**config.mk**
```make
export PLATFORM = sky130hd
export DESIGN_NAME = disp_scan4
export DESIGN_NICKNAME = d
export VERILOG_FILES = /design/src/rtl/disp_pkg.sv /design/src/rtl/disp_refresh_tick.sv /design/src/rtl/disp_scan4.sv
export SDC_FILE = /design/constraint.sdc
export NUM_CORES = 1
export LEC_CHECK = 0
export BUFFER_PORTS_ARGS = -buffer_cell sky130_fd_sc_hd__buf_2
export CAP_MARGIN = 5
export CORE_ASPECT_RATIO = 0.7
export CORE_MARGIN = 1
export CORE_UTILIZATION = 25
export CTS_CLUSTER_SIZE = 14
export DETAILED_ROUTE_END_ITERATION = 6
export PLACE_DENSITY = 0.41
export SYNTH_ARGS = -nofsm -noshare
export SYNTH_HDL_FRONTEND = slang
export SYNTH_SLANG_ARGS = --single-unit
```
**constraint.sdc**
```tcl
create_clock -name clk -period 2.9 [get_ports clk]
set_clock_uncertainty 0.2 [all_clocks]
set_input_delay 0.29 -clock clk [delete_from_list [all_inputs] [get_ports clk]]
set_output_delay 0.29 -clock clk [all_outputs]
set_load 0.01 [all_outputs]
```
**src/rtl/disp_pkg.sv**
```systemverilog
// rtl/disp_pkg.sv - shared types and digit helpers for the four-digit display scanner
package disp_pkg;

    localparam int N_DIGITS = 4;

    typedef logic [3:0] bcd_t;
    typedef logic [1:0] digit_idx_t;

    localparam bcd_t BCD_MAX = 4'd9;

    typedef struct packed {
        logic [N_DIGITS*4-1:0] bcd;
        logic [N_DIGITS-1:0]   dp;
    } disp_word_t;

    function automatic bcd_t digit_of(input logic [N_DIGITS*4-1:0] bcd, input digit_idx_t k);
        return bcd[4*k +: 4];
    endfunction

    // True when digit k and every more-significant digit are zero.
    function automatic logic upper_zero(input logic [N_DIGITS*4-1:0] bcd, input digit_idx_t k);
        logic z;
        z = 1'b1;
        for (int j = 0; j < N_DIGITS; j++) begin
            if (j >= int'(k) && bcd[4*j +: 4] != 4'd0) begin
                z = 1'b0;
            end
        end
        return z;
    endfunction

endpackage

```
**src/rtl/disp_refresh_tick.sv**
```systemverilog
// rtl/disp_refresh_tick.sv - free-running modulo-DIV counter with terminal-count tick
module disp_refresh_tick #(
    parameter int DIV = 100000,
    parameter int W   = $clog2(DIV)
) (
    input  logic         clk,
    input  logic         rst,
    output logic [W-1:0] cnt_o,
    output logic [W-1:0] cnt_next_o,
    output logic         tc_o
);

    logic [W-1:0] cnt_q;
    logic [W-1:0] cnt_d;
    logic         tc;

    always_comb begin
        tc    = (cnt_q == W'(DIV - 1));
        cnt_d = tc ? '0 : cnt_q + 1'b1;
    end

    always_ff @(posedge clk) begin
        if (rst) begin
            cnt_q <= '0;
        end else begin
            cnt_q <= cnt_d;
        end
    end

    assign cnt_o      = cnt_q;
    assign cnt_next_o = cnt_d;
    assign tc_o       = tc;

endmodule

```
**src/rtl/disp_scan4.sv**
```systemverilog
// rtl/disp_scan4.sv - four-digit time-multiplexed 7-segment scanner with frame-atomic loads
module disp_scan4
    import disp_pkg::*;
#(
    parameter int REFRESH_DIV = 100000,
    parameter int DEAD_CYC    = 2
) (
    input  logic        clk,
    input  logic        rst,
    input  logic        load,
    input  logic [15:0] bcd_in,
    input  logic [3:0]  dp_in,
    input  logic        blank_en,
    output logic [3:0]  bcd_out,
    output logic        blank,
    output logic [3:0]  an,
    output logic        dp,
    output logic        frame_done
);

    localparam int CW = $clog2(REFRESH_DIV);

    logic [CW-1:0] cnt_q;
    logic [CW-1:0] cnt_d;
    logic          tc;

    disp_refresh_tick #(.DIV(REFRESH_DIV), .W(CW)) u_tick (
        .clk        (clk),
        .rst        (rst),
        .cnt_o      (cnt_q),
        .cnt_next_o (cnt_d),
        .tc_o       (tc)
    );

    digit_idx_t idx_q, idx_d;
    disp_word_t active_q, active_d;
    disp_word_t shadow_q, shadow_d;
    logic       pending_q, pending_d;
    logic       boundary;
    logic       dead_d;
    bcd_t       nib_d;

    logic [3:0] bcd_out_q;
    logic       blank_nib_q;
    logic       lz_q;
    logic [3:0] an_q;
    logic       dp_q;
    logic       frame_done_q;

    // Loads land in the shadow and only reach the display at a frame boundary,
    // except a load coinciding with the boundary, which goes straight through.
    always_comb begin
        boundary  = (idx_q == digit_idx_t'(N_DIGITS - 1)) && tc;
        idx_d     = tc ? idx_q + 2'd1 : idx_q;
        shadow_d  = shadow_q;
        active_d  = active_q;
        pending_d = pending_q;
        if (load) begin
            shadow_d  = '{bcd: bcd_in, dp: dp_in};
            pending_d = 1'b1;
        end
        if (boundary) begin
            if (load) begin
                active_d = '{bcd: bcd_in, dp: dp_in};
            end else if (pending_q) begin
                active_d = shadow_q;
            end
            pending_d = 1'b0;
        end
        nib_d  = digit_of(active_d.bcd, idx_d);
        dead_d = (cnt_d < CW'(DEAD_CYC));
    end

    // Output registers are computed from next state so they line up with cnt/idx.
    always_ff @(posedge clk) begin
        if (rst) begin
            idx_q        <= '0;
            active_q     <= '0;
            shadow_q     <= '0;
            pending_q    <= 1'b0;
            bcd_out_q    <= 4'd0;
            blank_nib_q  <= 1'b1;
            lz_q         <= 1'b0;
            an_q         <= 4'b1111;
            dp_q         <= 1'b1;
            frame_done_q <= 1'b0;
        end else begin
            idx_q        <= idx_d;
            active_q     <= active_d;
            shadow_q     <= shadow_d;
            pending_q    <= pending_d;
            bcd_out_q    <= nib_d;
            blank_nib_q  <= (nib_d > BCD_MAX);
            lz_q         <= (idx_d != '0) && upper_zero(active_d.bcd, idx_d);
            an_q         <= dead_d ? 4'b1111 : ~(4'b0001 << idx_d);
            dp_q         <= dead_d ? 1'b1 : ~active_d.dp[idx_d];
            frame_done_q <= boundary;
        end
    end

    assign bcd_out    = bcd_out_q;
    assign blank      = blank_nib_q | (blank_en & lz_q);
    assign an         = an_q;
    assign dp         = dp_q;
    assign frame_done = frame_done_q;

endmodule

```
* Yosys cells after proc, flatten, opt, wreduce, memory -nomap -nowiden *
Index checks and enable logic that the tools add are counted.

storage, ports and cells
  flip-flop bits (word level) = 72
  input port bits = 24
  output and inout port bits = 11
  word-level logic and storage cells = 53

operators by class
  add/subtract/negate cells = 2
  $lt $le $gt $ge = 6
  eq/ne operators = 2
  shifts and indexed selects = 2
  muxes and demuxes = 12
  bitwise operators = 4
  reduce and logical (&&, ||, !) cells = 12

operator list
  operator                 count
  $mux W20                 3
  $add A17 B1 Y17 const B  1
  $eq A17 B17 Y1 const B   1
  $lt A17 B2 Y1 const B    1
  $mux W17                 1
  $reduce_bool A4 Y1       4
  $shiftx A16 B5 Y4        1
  $mux W1                  6
  $logic_and A1 B1 Y1      5
  $ge A1 B2 Y1 const A     2
  $gt A4 B4 Y1 const B     1
  $not A4 Y4               1
  $reduce_or A2 Y1         2
  $shl A1 B2 Y4 const A    1
  $lt A2 B3 Y1 const B     1
  $add A2 B1 Y2 const B    1
  $bmux W1 S2              1
  $eq A2 B2 Y1 const B     1
  $ge A2 B2 Y1 const A     1
  $mux W2                  1
  $reduce_bool A2 Y1       1
  $and A1 B1 Y1            1
  $not A1 Y1               1
  $or A1 B1 Y1             1

* Depth between registers and ports, before layout *
  word-level depth = 11
  depth in mapped cells = 11

* Cells and area by module *
Synthesis repeated with hierarchy kept, for this count alone.

unflattened totals
  cell total of the unflattened synthesis = 319
  area, all modules = 3075.4 um^2

modules (own cells, without submodules)
  module             times used  cells each  area each (um^2)
  disp_scan4         1           222         2219.6
  disp_refresh_tick  1           97          855.8

* Least setup slack after synthesis *
No wires, ideal clock.

  kind = register to register
  from = register u_tick.cnt_q[14], in the netlist u_tick.cnt_o[14]
  to = register blank_nib_q
  arrival time = 2.316 ns
  setup slack = 0.270 ns
  stages on the path, launching flop included = 10
  path buffers = 2
  path through = dfxtp_1 buf_6 or4b_4 nor4_4 buf_6 mux2_2 nor2_1 a32oi_1 a22o_1 a21o_1

between the ends
  longest elaborated chain between the ends = 5

RTL lines
  item                    line                     text
  start, declared         disp_refresh_tick.sv:13  logic [W-1:0] cnt_q;
  start signal, assigned  disp_refresh_tick.sv:26  cnt_q <= cnt_d;
  $eq A17 B17 Y1 (*)      disp_refresh_tick.sv:18  tc = (cnt_q == W'(DIV - 1));
  $logic_and A1 B1 Y1     disp_scan4.sv:53         boundary = (idx_q == digit_idx_t'(N_DIGITS - 1)) && tc;
  $mux W20                disp_scan4.sv:62         if (boundary) begin
  $shiftx A16 B5 Y4 (*)   disp_pkg.sv:17           return bcd[4*k +: 4];
  $gt A4 B4 Y1 (*)        disp_scan4.sv:93         blank_nib_q <= (nib_d > BCD_MAX);
  end signal, assigned    disp_scan4.sv:93
  end, declared           disp_scan4.sv:44         logic blank_nib_q;

Every way passes the cells marked *; elsewhere a longest branch is shown, timed or not.
A chain may end at the register's enable or synchronous reset.

* Worst setup path after layout *
  from = register u_tick.cnt_q[13], in the netlist u_tick.cnt_o[13]
  to = register lz_q

between the ends
  longest elaborated chain between the ends = 11

RTL lines
  item                     line                     text
  $eq A17 B17 Y1 (*)       disp_refresh_tick.sv:18
  $logic_and A1 B1 Y1      disp_scan4.sv:53
  $mux W20                 disp_scan4.sv:62
  $reduce_bool A4 Y1       disp_pkg.sv:25           if (j >= int'(k) && bcd[4*j +: 4] != 4'd0) begin
  $logic_and A1 B1 Y1      disp_pkg.sv:25
  $mux W1 (4 in series)    disp_pkg.sv:25
  $mux W1                  disp_scan4.sv:76         if (rst) begin
  $logic_and A1 B1 Y1 (*)  disp_scan4.sv:94         lz_q <= (idx_d != '0) && upper_zero(active_d.bcd, idx_d);
  end signal, assigned     disp_scan4.sv:94
  end, declared            disp_scan4.sv:45         logic lz_q;

Every way passes the cells marked *; elsewhere a longest branch is shown, timed or not. The select of a mux whose other input is x is not followed.

==> metrics.txt <==
Worst Hold Class=input pin to flop; end point of the critical path=lz_q; placed insts=604; Synth Register Bits=72; WL/cell=15.3 um; # H-tree levels=3; starting density of the core=25.9%; hold_ws=21.7 ps; WP data required=2970 ps; Max clock buf depth=2; clock net sink count=72; GRT overflow=0; Max transition margin=37.0%; antenna cells=0; Cell Pwr Density=522 mW/mm^2; vias in the first global route=2709; total number of vias=2980; Initial DRC Count=161; Finished Layout Cells=629; Post-synth EDFFs=0; worst slew pin tran=942 ps; first-pass GRT wire length=15000 um; CTS tree=yes; Setup crit start=u_tick.cnt_o[13]; P_leak=1.77 nW; chip height=100 um; Antenna Violating Nets Remaining=0; port bufs=34; hold_buf cts=0; antenna violations before repair=0; Syn. warnings=0; CP top delay family=simple AND/OR/NAND/NOR gates; max_cap viols=0; cells along the critical path=or4b_4 > nor4_4 > buf_12 > nand2_8 > a221o_1 > or4b_4 > a21oi_1; CP Launch Type=flop; Die Width=142 um; Critical Path Stages=7; Post-route DRC=0; FF-to-FF path depth=7; Most common cell on crit path=or4b_4; Final Cell Area=0.00444 mm^2; die area=0.0142 mm^2; critical path fanouts, max=13; core area=0.0133 mm^2; worst path bufs/invs=1; Final Critical Period=2830 ps; worst r2r dst=lz_q; GRT Util Overall=14.2%; Std-Cell Rows=35; critical path arrival=2900 ps; ys async rst share=0%; cts bufs inserted=9; Ports=35; ys flop type=dfxtp_1; Multi-input gate area=0.00189 mm^2; Gate Count Post-Synth=382; final hold violations=0; layout net count=465; Mean Syn Cell Area=8.99 um^2; commonest cells after routing, fill and taps aside=71 x dfxtp_1, 68 x nor2_1, 38 x buf_4, 34 x buf_2; clock latency of the later-clocked register in the worst-skew pair=330 ps; Cell Area, Synth=0.00343 mm^2; CP max-delay cell=or4b_4; placed cell area=0.00396 mm^2; Seq. cell area=0.00144 mm^2; Detailed Route WL=9600 um; Highest Clock Rate=0.353 GHz; sequential area share after synthesis=42.0%; Root Driver=clkbuf_16; share of cells above drive strength 1=26.1%; Syn Nets=408; CP Capture Type=flop; peak supply drop=0.000304 V; Tcrit/Tclk final=97.5%; router iterations before antenna repair=4; status=completed; max-slew violations=0; most common cell after layout, fill and taps aside=dfxtp_1; fill count=1397; Vias/cell=4.74; hpwl dp=6990 um; RSZ-0062 raised after global routing=yes; Critical Path Max Stage Delay=550 ps; r2r setup slk=70 ps; largest net degree at the start of global routing=38; Setup CP Type=flop to flop; area grow syn2layout=29.3%; final number of setup-violating endpoints=0; Final GP Congestion=0.807; Netlist cell types=55; Reg-to-Reg Start=u_tick.cnt_o[13]; Worst-path clk slew=60 ps
-- Yosys cell counts (all sizes together) (8+ instances only) --
master	instances	area, um^2
nand2	22	90.1
and2	14	87.6
clkbuf	21	78.8
dfxtp	72	1440
nand3	8	40.0
nand4	8	50.1
mux2i	21	210
xnor2	13	114
xor2	9	78.8
buf	9	67.6
nor3	9	50.1
a32o	8	80.1
nor2	70	263
a21oi	12	60.1
-- state kept, by name, summed over array words and instances (netlist names) --
register      count
u_tick.cnt_o     17
frame_done        1
bcd_out           4
active_q         20
lz_q              1
dp                1
idx_q             2
an                4
shadow_q         20
blank_nib_q       1
pending_q         1
-- where the power goes --
group | internal, mW | leakage, nW | switching [mW]
registers | 1.01 | 0.586 | 0.0119
logic | 0.0533 | 1.02 | 0.0771
clock network | 0.750 | 0.156 | 0.413
total | 1.82 | 1.77 | 0.502
-- routing by layer --
layer,routed length [um],GRT usage (%),up-vias
met4,141,4.71,0
met1,5150,21.1,1414
met5,0,0,-
li1,-,-,1483
met2,3740,19.5,68
met3,567,3.77,15
-- area by class of cell --
class,count,share of cell area [%]
Sequential cell,72,32.5
Clock buffer,10,5.16
Tap cell,185,5.22
Timing Repair Buffer,76,12.0
Multi-Input combinational cell,273,42.7
Clock inverter,6,1.89
Inverter,7,0.592
-- repair_timing --
item	in CTS	in global routing
setup endpoints to repair	0	2
buffers inserted	0	8
resized for setup	0	17
hold endpoints to repair	0	0
-- worst reg2reg max path: stages, from the launching register on --
cell and delay (ps):
dfxtp_1 310, or4b_4 550, nor4_4 410, buf_12 190
nand2_8 100, a221o_1 380, or4b_4 520, a21oi_1 110
-- stage by stage --
stage          total power, mW  util (%)  TNS (ps)  worst slack, ps
2_1_floorplan             1.12         -         0              270
3_3_place_gp              1.18      29.9         0             44.5
3_5_place_dp              1.18      29.9         0             58.5
4_1_cts                   2.36      32.2         0             49.4
5_1_grt                   2.42      33.4     -87.5            -37.9
6_report                  2.32      33.4         0             71.1
-- worst min-delay path by stage --
stage | from | endpoint | slack, ps | depth (start not counted)
floorplan | u_tick.cnt_o[0] | u_tick.cnt_o[0] | 220 | 1
finish | bcd_in[3] | shadow_q[7] | 20 | 3
detailed placement | u_tick.cnt_o[0] | u_tick.cnt_o[0] | 250 | 1
global placement | u_tick.cnt_o[0] | u_tick.cnt_o[0] | 230 | 1
CTS | bcd_in[3] | shadow_q[7] | 10 | 3
global route | bcd_in[9] | shadow_q[13] | 30 | 3
-- cell families after synthesis --
family                   synth area share [%]
flip-flops                               42.0
buffers and inverters                    5.03
AO/OA/AOI/OAI                            15.4
multiplexers                             7.76
XOR/XNOR                                 5.61
adder cells (fa/ha/maj)                 0.729
AND/OR/NAND/NOR                          23.5
Power figures use the tool's default switching activity.
